`config.mk`:
```
export PLATFORM = sky130hd
export DESIGN_NAME = ntsc_timing_gen
export DESIGN_NICKNAME = d
export VERILOG_FILES = /design/src/rtl/ntsc_pkg.sv /design/src/rtl/ntsc_window_cnt.sv /design/src/rtl/ntsc_timing_gen.sv
export SDC_FILE = /design/constraint.sdc
export NUM_CORES = 1
export LEC_CHECK = 0
export ABC_AREA = 1
export ABC_CLOCK_PERIOD_IN_PS = 2200
export BUFFER_PORTS_ARGS = -buffer_cell sky130_fd_sc_hd__buf_2
export CAP_MARGIN = 20
export CORE_UTILIZATION = 46
export DETAILED_ROUTE_END_ITERATION = 6
export GPL_TIMING_DRIVEN = 0
export MAX_ROUTING_LAYER = met4
export PLACE_DENSITY_LB_ADDON = 0.25
export SETUP_SLACK_MARGIN = 0.15
export SLEW_MARGIN = 0
export SYNTH_ARGS = -nofsm -noshare
export SYNTH_HDL_FRONTEND = slang
export SYNTH_SLANG_ARGS = --single-unit
```
`constraint.sdc`:
```
create_clock -name clk -period 2.2 [get_ports clk]
set_input_delay 0.44 -clock clk [delete_from_list [all_inputs] [get_ports clk]]
set_output_delay 0.44 -clock clk [all_outputs]
set_load 0.005 [all_outputs]
```
`src/rtl/ntsc_pkg.sv`:
```
// Default NTSC 240p/480i timing constants and DAC levels shared by the timing generator.
package ntsc_pkg;

    localparam int NTSC_CNT_W            = 12;
    localparam int NTSC_HLINECYCLES      = 910;
    localparam int NTSC_VLINES           = 263;
    localparam int NTSC_HSYNCCYCLES      = 67;
    localparam int NTSC_VSYNCCYCLES      = 421;
    localparam int NTSC_HACTIVESTART     = 196;
    localparam int NTSC_HACTIVEDURATION  = 640;
    localparam int NTSC_VACTIVESTART     = 40;
    localparam int NTSC_VACTIVEDURATION  = 200;
    localparam int NTSC_BURSTSTART       = 70;
    localparam int NTSC_BURSTDURATION    = 60;
    localparam int NTSC_DRAWNCYCLES      = 32;

    localparam logic [7:0] NTSC_SYNCLEVEL  = 8'd0;
    localparam logic [7:0] NTSC_BLANKLEVEL = 8'd72;

endpackage

```
`src/rtl/ntsc_window_cnt.sv`:
```
// Load/decrement pulse counter: loads on request, then counts down to zero and holds there.
module ntsc_window_cnt #(
    parameter int WIDTH = 8
) (
    input  logic             clk,
    input  logic             reset,
    input  logic             load,
    input  logic [WIDTH-1:0] loadValue,
    output logic [WIDTH-1:0] count
);

    always_ff @(posedge clk or posedge reset) begin
        if (reset) begin
            count <= '0;
        end else if (load) begin
            count <= loadValue;
        end else if (count != '0) begin
            count <= count - WIDTH'(1);
        end
    end

endmodule

```
`src/rtl/ntsc_timing_gen.sv`:
```
// NTSC sync/blanking/burst timing generator; define NTSC_INTERLACE_EN for 480i with
// half-line field-1 vsync, otherwise progressive 240p.
module ntsc_timing_gen
    import ntsc_pkg::*;
#(
    parameter int         CNT_W           = NTSC_CNT_W,
    parameter int         HLINECYCLES     = NTSC_HLINECYCLES,
    parameter int         VLINES          = NTSC_VLINES,
    parameter int         HSYNCCYCLES     = NTSC_HSYNCCYCLES,
    parameter int         VSYNCCYCLES     = NTSC_VSYNCCYCLES,
    parameter int         HACTIVESTART    = NTSC_HACTIVESTART,
    parameter int         HACTIVEDURATION = NTSC_HACTIVEDURATION,
    parameter int         VACTIVESTART    = NTSC_VACTIVESTART,
    parameter int         VACTIVEDURATION = NTSC_VACTIVEDURATION,
    parameter int         BURSTSTART      = NTSC_BURSTSTART,
    parameter int         BURSTDURATION   = NTSC_BURSTDURATION,
    parameter logic [7:0] SYNCLEVEL       = NTSC_SYNCLEVEL,
    parameter logic [7:0] BLANKLEVEL      = NTSC_BLANKLEVEL,
    parameter int         DRAWNCYCLES     = NTSC_DRAWNCYCLES
) (
    input  logic             clk,
    input  logic             reset,
    output logic [7:0]       ntscBase,
    output logic             colorburst,
    output logic [1:0]       burstPhase,
    output logic             hsync,
    output logic             vsync,
    output logic             hactive,
    output logic             vactive,
    output logic             field,
    output logic [CNT_W-1:0] hcount,
    output logic [CNT_W-1:0] vcount,
    output logic             frameDrawn
);

    localparam logic [CNT_W-1:0] H_LAST  = CNT_W'(HLINECYCLES - 1);
    localparam logic [CNT_W-1:0] H_HALF  = CNT_W'(HLINECYCLES / 2);
    localparam logic [CNT_W-1:0] HS_END  = CNT_W'(HSYNCCYCLES);
    localparam logic [CNT_W-1:0] HA_BEG  = CNT_W'(HACTIVESTART);
    localparam logic [CNT_W-1:0] HA_END  = CNT_W'(HACTIVESTART + HACTIVEDURATION);
    localparam logic [CNT_W-1:0] VA_BEG  = CNT_W'(VACTIVESTART);
    localparam logic [CNT_W-1:0] VA_END  = CNT_W'(VACTIVESTART + VACTIVEDURATION);
    localparam logic [CNT_W-1:0] BU_BEG  = CNT_W'(BURSTSTART);
    localparam logic [CNT_W-1:0] BU_END  = CNT_W'(BURSTSTART + BURSTDURATION);
    localparam logic [CNT_W-1:0] V_LAST0 = CNT_W'(VLINES - 1);
    localparam int               VS_W    = $clog2(VSYNCCYCLES + 1);
    localparam int               DR_W    = $clog2(DRAWNCYCLES + 1);

    logic             hWrap;
    logic             vWrap;
    logic             vsStart;
    logic             drawnStart;
    logic [CNT_W-1:0] fieldLast;
    logic [CNT_W-1:0] vsyncStartCol;
    logic [VS_W-1:0]  vsyncCnt;
    logic [DR_W-1:0]  drawnCnt;

    // Raster position and the subcarrier phase, which runs freely across line boundaries.
    always_ff @(posedge clk or posedge reset) begin
        if (reset) begin
            hcount     <= '0;
            vcount     <= '0;
            burstPhase <= 2'd0;
        end else begin
            burstPhase <= burstPhase + 2'd1;
            if (hWrap) begin
                hcount <= '0;
                vcount <= vWrap ? '0 : vcount + CNT_W'(1);
            end else begin
                hcount <= hcount + CNT_W'(1);
            end
        end
    end

`ifdef NTSC_INTERLACE_EN
    localparam logic [CNT_W-1:0] V_LAST1 = CNT_W'(VLINES - 2);

    // Field flips together with the vcount wrap, so the field-1 half-line vsync sees the new value.
    always_ff @(posedge clk or posedge reset) begin
        if (reset) begin
            field <= 1'b0;
        end else if (vWrap) begin
            field <= ~field;
        end
    end

    assign fieldLast     = field ? V_LAST1 : V_LAST0;
    assign vsyncStartCol = field ? H_HALF : '0;
`else
    assign field         = 1'b0;
    assign fieldLast     = V_LAST0;
    assign vsyncStartCol = '0;
`endif

    always_comb begin
        hWrap      = (hcount == H_LAST);
        vWrap      = hWrap && (vcount == fieldLast);
        vsStart    = (vcount == '0) && (hcount == vsyncStartCol);
        drawnStart = (vcount == '0) && (hcount == '0) && !field;
    end

    ntsc_window_cnt #(.WIDTH(VS_W)) vsyncWindow (
        .clk       (clk),
        .reset     (reset),
        .load      (vsStart),
        .loadValue (VS_W'(VSYNCCYCLES - 1)),
        .count     (vsyncCnt)
    );

    ntsc_window_cnt #(.WIDTH(DR_W)) drawnWindow (
        .clk       (clk),
        .reset     (reset),
        .load      (drawnStart),
        .loadValue (DR_W'(DRAWNCYCLES - 1)),
        .count     (drawnCnt)
    );

    // The start condition itself covers the first clock, so pulses appear in the reset cycle too.
    always_comb begin
        vsync      = vsStart || (vsyncCnt != '0);
        frameDrawn = drawnStart || (drawnCnt != '0);
        hsync      = (hcount < HS_END);
        hactive    = (hcount >= HA_BEG) && (hcount < HA_END);
        vactive    = (vcount >= VA_BEG) && (vcount < VA_END);
        colorburst = !vsync && (hcount >= BU_BEG) && (hcount < BU_END);
        ntscBase   = (hsync || vsync) ? SYNCLEVEL : BLANKLEVEL;
    end

endmodule

```
==> summary.md, run 1 <==
| Metric | Value |
|---|---|
| Wire length on met2 | `3.23 mm` |
| Vias | `2599` |
| Prevailing post-synth register cell | `dfrtp_1` |
| Top cell family by delay on the critical path | `flip-flops` |
| LEAKAGE | `1.93 nW` |
| Area contributors post-synth | `dfrtp_1 39%, nand2_1 14%, inv_1 8.9%` |
| Setup TNS Final | `0 ns` |
| Die extent in x | `77.5 µm` |
| TritonCTS clock tree | `done` |
| Min Tclk post-route | `2.12 ns` |
| Crit path to | `ntscBase[6]` |
| Initial antenna violation count | `0` |
| Status | `finished clean` |
| Worst r2r src | `hcount[1]$_DFF_PP0_` |
| First-pass GRT wire length | `10.3 mm` |
| Switching Share | `0.217` |
| Tot Pwr | `0.00134 W` |
| Cell breakdown of the critical path | `ha_2 -> or2_4 -> nor2_4 -> o21a_4 -> nor2_4 -> buf_4 -> buf_2` |
| Met1 WL | `2.85 mm` |
| Routability cong. | `0.841` |
| Top layer reached by signal wires | `met4` |
| Fillcell total | `478` |
| Area Growth Syn to Fin | `33.6%` |
| Clk_lat worst skew | `0.30 ns` |
| FFs w/ async S/R, synth | `1.00` |
| R2R depth | `11` |
| ANT cells | `0` |
| DRC viols | `0` |
| P per Cell Area | `382 nW/µm²` |
| Placed cell area | `2930 µm²` |
| Crit Path Max Fanout | `3` |
| Slowest stage delay, CP | `0.42 ns` |
| Endpoints failing hold | `0` |
| CP Capture Type | `primary output` |
| Unique cell type count in the Yosys netlist | `27` |
| Post-DP HPWL | `4.14 mm` |
| Critical path type | `flop to primary output` |
| Vias per cell | `4.88` |
| P_sw | `0.000291 W` |
| Worst-path clk slew | `0.08 ns` |
| CTS buffer count | `5` |
| Fmax | `472 MHz` |
| Worst Setup SP | `hcount[1]$_DFF_PP0_` |
| Max-Cap Viols | `0` |
| Clk_skew | `0.00616 ns` |
| TritonRoute pass-1 iters | `4` |
| CTS max path bufs | `2` |
| Final #Nets | `470` |
| Design area | `3510 µm²` |
| Slowest-stage cell, CP | `dfrtp_1` |
| Initial DRC count | `101` |
| Post-Syn Area per Cell | `6.98 µm²` |
| Share of the synthesized area in the top cell type | `0.391` |
| Seq/Total Area, Yosys | `0.391` |
| Clock Power Share | `0.414` |
| Row Count | `27` |
| RSZ-0062 raised after global routing | `true` |
| Die Height | `77.5 µm` |
| Comb power frac | `0.024` |
| Yosys Warn Count | `0` |
| DR WL/cell | `12.1 µm` |
| Worst R2R Setup Slack | `0.49 ns` |
| Initial Util | `0.476` |
| #FFs+latches synth | `41` |
| Largest net degree at the start of global routing | `34` |
| Mapped Cells | `376` |
| Port bufs | `35` |
| Post-synth top cells | `99 x nand2_1, 62 x inv_1, 53 x nor2_1` |
| Sequential share of power | `0.562` |
| Cell-internal power | `0.00105 W` |
| Arrival @ worst endpoint | `1.68 ns` |
| Critical Path RT | `1.76 ns` |
| Syn Std Cell Area | `2620 µm²` |
| RR Endpoint | `vcount[3]$_DFFE_PP0N_` |
| CTS Sinks | `41` |
| H-tree depth | `2` |
| Die ar. | `6010 µm²` |
| Metal3 WL | `235 µm` |
| Core area | `5510 µm²` |
| Tcrit/Tclk final | `0.963` |
| Cell taking the most area after synthesis | `dfrtp_1` |
| Buf/Inv on CP | `2` |
| Worst hold path class | `input pin to async pin` |
| Worst path most repeated cell | `nor2_4` |
| Crit. path cell count | `7` |
| Max Slew Vio Count | `0` |
| Grt total ovfl | `0` |
| Top-count cell post-synth | `nand2_1` |
| Crit start category | `flop` |
| Total wire length | `6.45 mm` |
| Max rail drop VDD | `0.340 mV` |
| Final Setup Violations | `0` |
| Clock Root Buffer | `clkbuf_8` |
| Antenna viol nets, final | `0` |
| I/O pin cnt | `43` |
| Number of global-route vias before repair | `2340` |
| EDFF count, synth | `0` |
| Share of layout cells above drive strength 1 | `0.341` |
| All-Layer GR Usage | `0.222` |
[power by group through the flow]
stage	clock network, W	logic (W)	registers, W
after floorplan	0	0.0000227	0.000768
after global placement	0	0.0000285	0.000768
after detailed placement	0	0.0000332	0.000768
after CTS	0.000564	0.0000332	0.000753
after global routing	0.000593	0.0000381	0.000753
final	0.000555	0.0000322	0.000753
[layout by cell type (no fill, tap or decap), types with 2 or more instances in the layout]
master	netlist	final
nand3_1	37	36
ha_4	0	3
buf_4	9	43
xnor2_1	2	2
ha_1	8	4
or2_2	4	3
dfrtp_2	0	9
buf_2	0	35
a21oi_1	3	2
nor3_1	6	6
nor2_2	3	7
nor2_1	53	39
dfrtp_1	41	32
nand4_1	9	9
inv_2	1	10
nand3_2	4	4
nand2_2	4	9
o21ai_0	16	16
nand2_1	99	91
nand2_4	0	3
clkbuf_8	0	7
inv_1	62	52
nor2_4	0	10
xor2_1	5	5
buf_6	2	4
inv_4	1	2
conb_1	1	7
[logic make-up (layout without fill, tap and decap cells)]
family | count (synthesis) | in the layout | synth area share
AO/OA/AOI/OAI | 23 | 23 | 0.0472
XOR/XNOR | 7 | 7 | 0.0234
adder cells (fa/ha/maj) | 8 | 8 | 0.0382
buffers and inverters | 76 | 155 | 0.129
flip-flops | 41 | 41 | 0.391
other | 1 | 7 | 0.00143
AND/OR/NAND/NOR | 220 | 220 | 0.370
[worst min path at each step]
stage	end	slack, ns	depth (start not counted)
floorplan	burstPhase[0]$_DFF_PP0_	0.46	1
global placement	burstPhase[0]$_DFF_PP0_	0.45	1
detailed placement	vcount[11]$_DFFE_PP0N_	0.38	2
CTS	hcount[0]$_DFF_PP0_	0.05	2
global route	vcount[11]$_DFFE_PP0N_	0.06	2
finish	vcount[11]$_DFFE_PP0N_	0.05	2
[layer usage]
metal,vias up,global-route usage
met2,60,0.365
met5,-,-
met4,0,0.0906
met1,1208,0.270
li1,1317,-
met3,14,0.0365
[worst register-to-register path, delay by kind of cell, from the launching register on]
kind,cells,cell delay [ns]
flip-flops,1,0.42
adder cells (fa/ha/maj),1,0.13
AND/OR/NAND/NOR,5,0.55
buffers and inverters,5,0.49
[layout make-up]
cell class / instances / area [µm²] / area share
Buffer: 12 / 98.8 / 0.0282
Clock buffer: 7 / 96.3 / 0.0275
Inverter: 64 / 245 / 0.0700
Tap cell: 72 / 90.1 / 0.0257
Multi-Input combinational cell: 265 / 1470 / 0.419
Clock inverter: 1 / 5.00 / 0.00143
Sequential cell: 41 / 1040 / 0.296
Timing Repair Buffer: 71 / 464 / 0.132
[state kept, by name, summed over array words and instances (netlist names)]
name,cells
hcount,12
vcount,12
vsyncWindow.count,9
drawnWindow.count,6
burstPhase,2
[timing repair]
action	CTS	global route
pin swaps	9	15
buffers inserted	17	18
hold buffers	0	0
gates resized for setup	35	34
endpoints found under the hold margin	0	0
endpoints found under the setup margin	6	7
[metrics by stage]
stage | worst slack, ns | instances | hold slack [ns] | util
finish | 0.0809 | 533 | 0.0454 | 0.637
global route | 0.0256 | 533 | 0.0628 | 0.637
CTS | 0.0320 | 515 | 0.0515 | 0.592
detailed placement | 0.0493 | 490 | 0.376 | 0.532
global placement | 0.0774 | 489 | 0.447 | 0.529
floorplan | 0.308 | 382 | 0.456 | -
Power figures use the tool's default switching activity.
==> run 2: changes to the inputs <==
- ABC_CLOCK_PERIOD_IN_PS: 2200 -> 1900
- clock period: 2.2 -> 1.9 ns (I/O delays scaled with it)
==> summary.md, run 2 (synthesis gave the netlist of run 1 again) <==
| Metric | Value |
|---|---|
| Initial antenna violation count | `0` |
| RSZ-0062 raised after global routing | `true` |
| Max Slew Vio Count | `0` |
| Final #Nets | `476` |
| Clock Root Buffer | `clkbuf_8` |
| Hold Buf Count CTS | `0` |
| Worst path most repeated cell | `nor2_2` |
| Arrival @ worst endpoint | `1.72 ns` |
| Commonest non-fill, non-tap cell in the layout | `nand2_1` |
| Top Registers | `hcount (12), vcount (12), vsyncWindow.count (9)` |
| Top cell family by delay on the critical path | `simple AND/OR/NAND/NOR gates` |
| Cell breakdown of the critical path | `buf_4 -> nor2_2 -> nand2_2 -> nor2_2 -> nand3_2 -> nand2_2 -> nor2_2 -> buf_4 -> buf_6` |
| R2R depth | `10` |
| Final Setup Violations | `6` |
| Buf/Inv on CP | `3` |
| Cell-internal power | `0.00131 W` |
| Initial DRC count | `149` |
| Worst Setup SP | `hcount[7]$_DFF_PP0_` |
| Crit. path cell count | `9` |
| CTS max path bufs | `2` |
| Switching Share | `0.202` |
| Critical path type | `flop to primary output` |
| Max rail drop VDD | `0.329 mV` |
| Tot Pwr | `0.00165 W` |
| Slowest stage delay, CP | `0.39 ns` |
| Fmax | `477 MHz` |
| P_sw | `0.000333 W` |
| Endpoints failing hold | `0` |
| ANT cells | `0` |
| Core area | `5510 µm²` |
| Worst r2r src | `hcount[7]$_DFF_PP0_` |
| H-tree depth | `2` |
| Fillcell total | `461` |
| Routability cong. | `0.851` |
| Tcrit/Tclk final | `1.10` |
| Number of global-route vias before repair | `2374` |
| Crit start category | `flop` |
| CP Capture Type | `primary output` |
| DR WL/cell | `12.4 µm` |
| Comb power frac | `0.023` |
| Clock Power Share | `0.448` |
| Die extent in x | `77.5 µm` |
| Port bufs | `35` |
| Die Height | `77.5 µm` |
| CTS Sinks | `41` |
| I/O pin cnt | `43` |
| P per Cell Area | `462 nW/µm²` |
| Setup TNS Final | `-0.698 ns` |
| First-pass GRT wire length | `10.7 mm` |
| Clk_lat worst skew | `0.30 ns` |
| Max-Cap Viols | `0` |
| Most frequent cells in the layout | `92 x nand2_1, 52 x inv_1, 48 x buf_4` |
| Fin worst setup slack | `-0.196 ns` |
| DRC viols | `0` |
| Critical Path RT | `1.52 ns` |
| Worst hold path class | `input pin to async pin` |
| CTS buffer count | `5` |
| Post-DP HPWL | `4.28 mm` |
| Initial Util | `0.476` |
| LEAKAGE | `1.98 nW` |
| Antenna viol nets, final | `0` |
| DP Worst Slack | `-0.154 ns` |
| All-Layer GR Usage | `0.231` |
| Die ar. | `6010 µm²` |
| Total wire length | `6.70 mm` |
| TritonCTS clock tree | `done` |
| Violated checks | `setup timing` |
| Vias | `2664` |
| Slowest-stage cell, CP | `dfrtp_1` |
| Worst-path clk slew | `0.08 ns` |
| Min Tclk post-route | `2.10 ns` |
| Largest net degree at the start of global routing | `27` |
| Share of layout cells above drive strength 1 | `0.358` |
| Vias per cell | `4.94` |
| Area Growth Syn to Fin | `36.0%` |
| Row Count | `27` |
| Status | `finished, violations left` |
| Sequential share of power | `0.529` |
| Crit Path Max Fanout | `7` |
| TritonRoute pass-1 iters | `4` |
| Clk_skew | `0.00844 ns` |
| Grt total ovfl | `0` |
## run 2: cell count changes in the layout (fill, tap and decap cells not counted), moves of 3 or more
cell / previous run / this run
buf_2: 35 / 32
buf_4: 43 / 48
nor2_2: 7 / 17
buf_6: 4 / 7
nor2_1: 39 / 33
nor2_4: 10 / 6
## run 2: area by class of cell
cell class | count | area, µm² | area share
sequential | 41 | 1040 | 0.291
buffer | 12 | 97.6 | 0.0274
clock buffer | 7 | 86.3 | 0.0242
inverter | 64 | 245 | 0.0687
multi-input combinational | 265 | 1450 | 0.407
timing repair buffer | 77 | 529 | 0.148
clock inverter | 1 | 30.0 | 0.00842
tap | 72 | 90.1 | 0.0253
## run 2: power groups by stage
| stage | sequential [W] | clock, W | combinational (W) |
|---|---|---|---|
| 2_1_floorplan | 0.000889 | 0 | 0.0000263 |
| 3_3_place_gp | 0.000889 | 0 | 0.0000331 |
| 3_5_place_dp | 0.000889 | 0 | 0.0000385 |
| 4_1_cts | 0.000872 | 0.000762 | 0.0000382 |
| 5_1_grt | 0.000872 | 0.000790 | 0.0000430 |
| 6_report | 0.000872 | 0.000739 | 0.0000372 |
## run 2: stage by stage
| step | hold WS (ns) | std cells | utilization | cell area (µm²) |
|---|---|---|---|---|
| floorplan | 0.456 | 382 | - | 2670 |
| global placement | 0.445 | 489 | 0.532 | 2930 |
| detailed placement | 0.387 | 490 | 0.536 | 2950 |
| CTS | 0.0516 | 528 | 0.626 | 3450 |
| global route | 0.0749 | 539 | 0.648 | 3570 |
| finish | 0.0489 | 539 | 0.648 | 3570 |
## run 2: layer usage
layer,track usage,vias up,wire (µm)
li1,-,1334,-
met1,0.285,1257,2960
met2,0.374,62,3380
met3,0.0447,11,246
met4,0.0906,0,108
met5,-,-,0
## run 2: what timing repair did
action	CTS	global route
setup buffers	30	11
endpoints found under the setup margin	8	14
pin swaps	19	10
gates resized for setup	50	14
## run 2: worst paths after layout
check / endpoint / slack (ns)
max reg2reg: vsyncWindow.count[0]$_DFFE_PP0N_ / 0.21
min: vsyncWindow.count[6]$_DFFE_PP0N_ / 0.05
max: ntscBase[6] / -0.20
min reg2reg: burstPhase[0]$_DFF_PP0_ / 0.46
max in group asynchronous: vcount[9]$_DFFE_PP0N_ / 1.37
min in group clk: burstPhase[0]$_DFF_PP0_ / 0.46
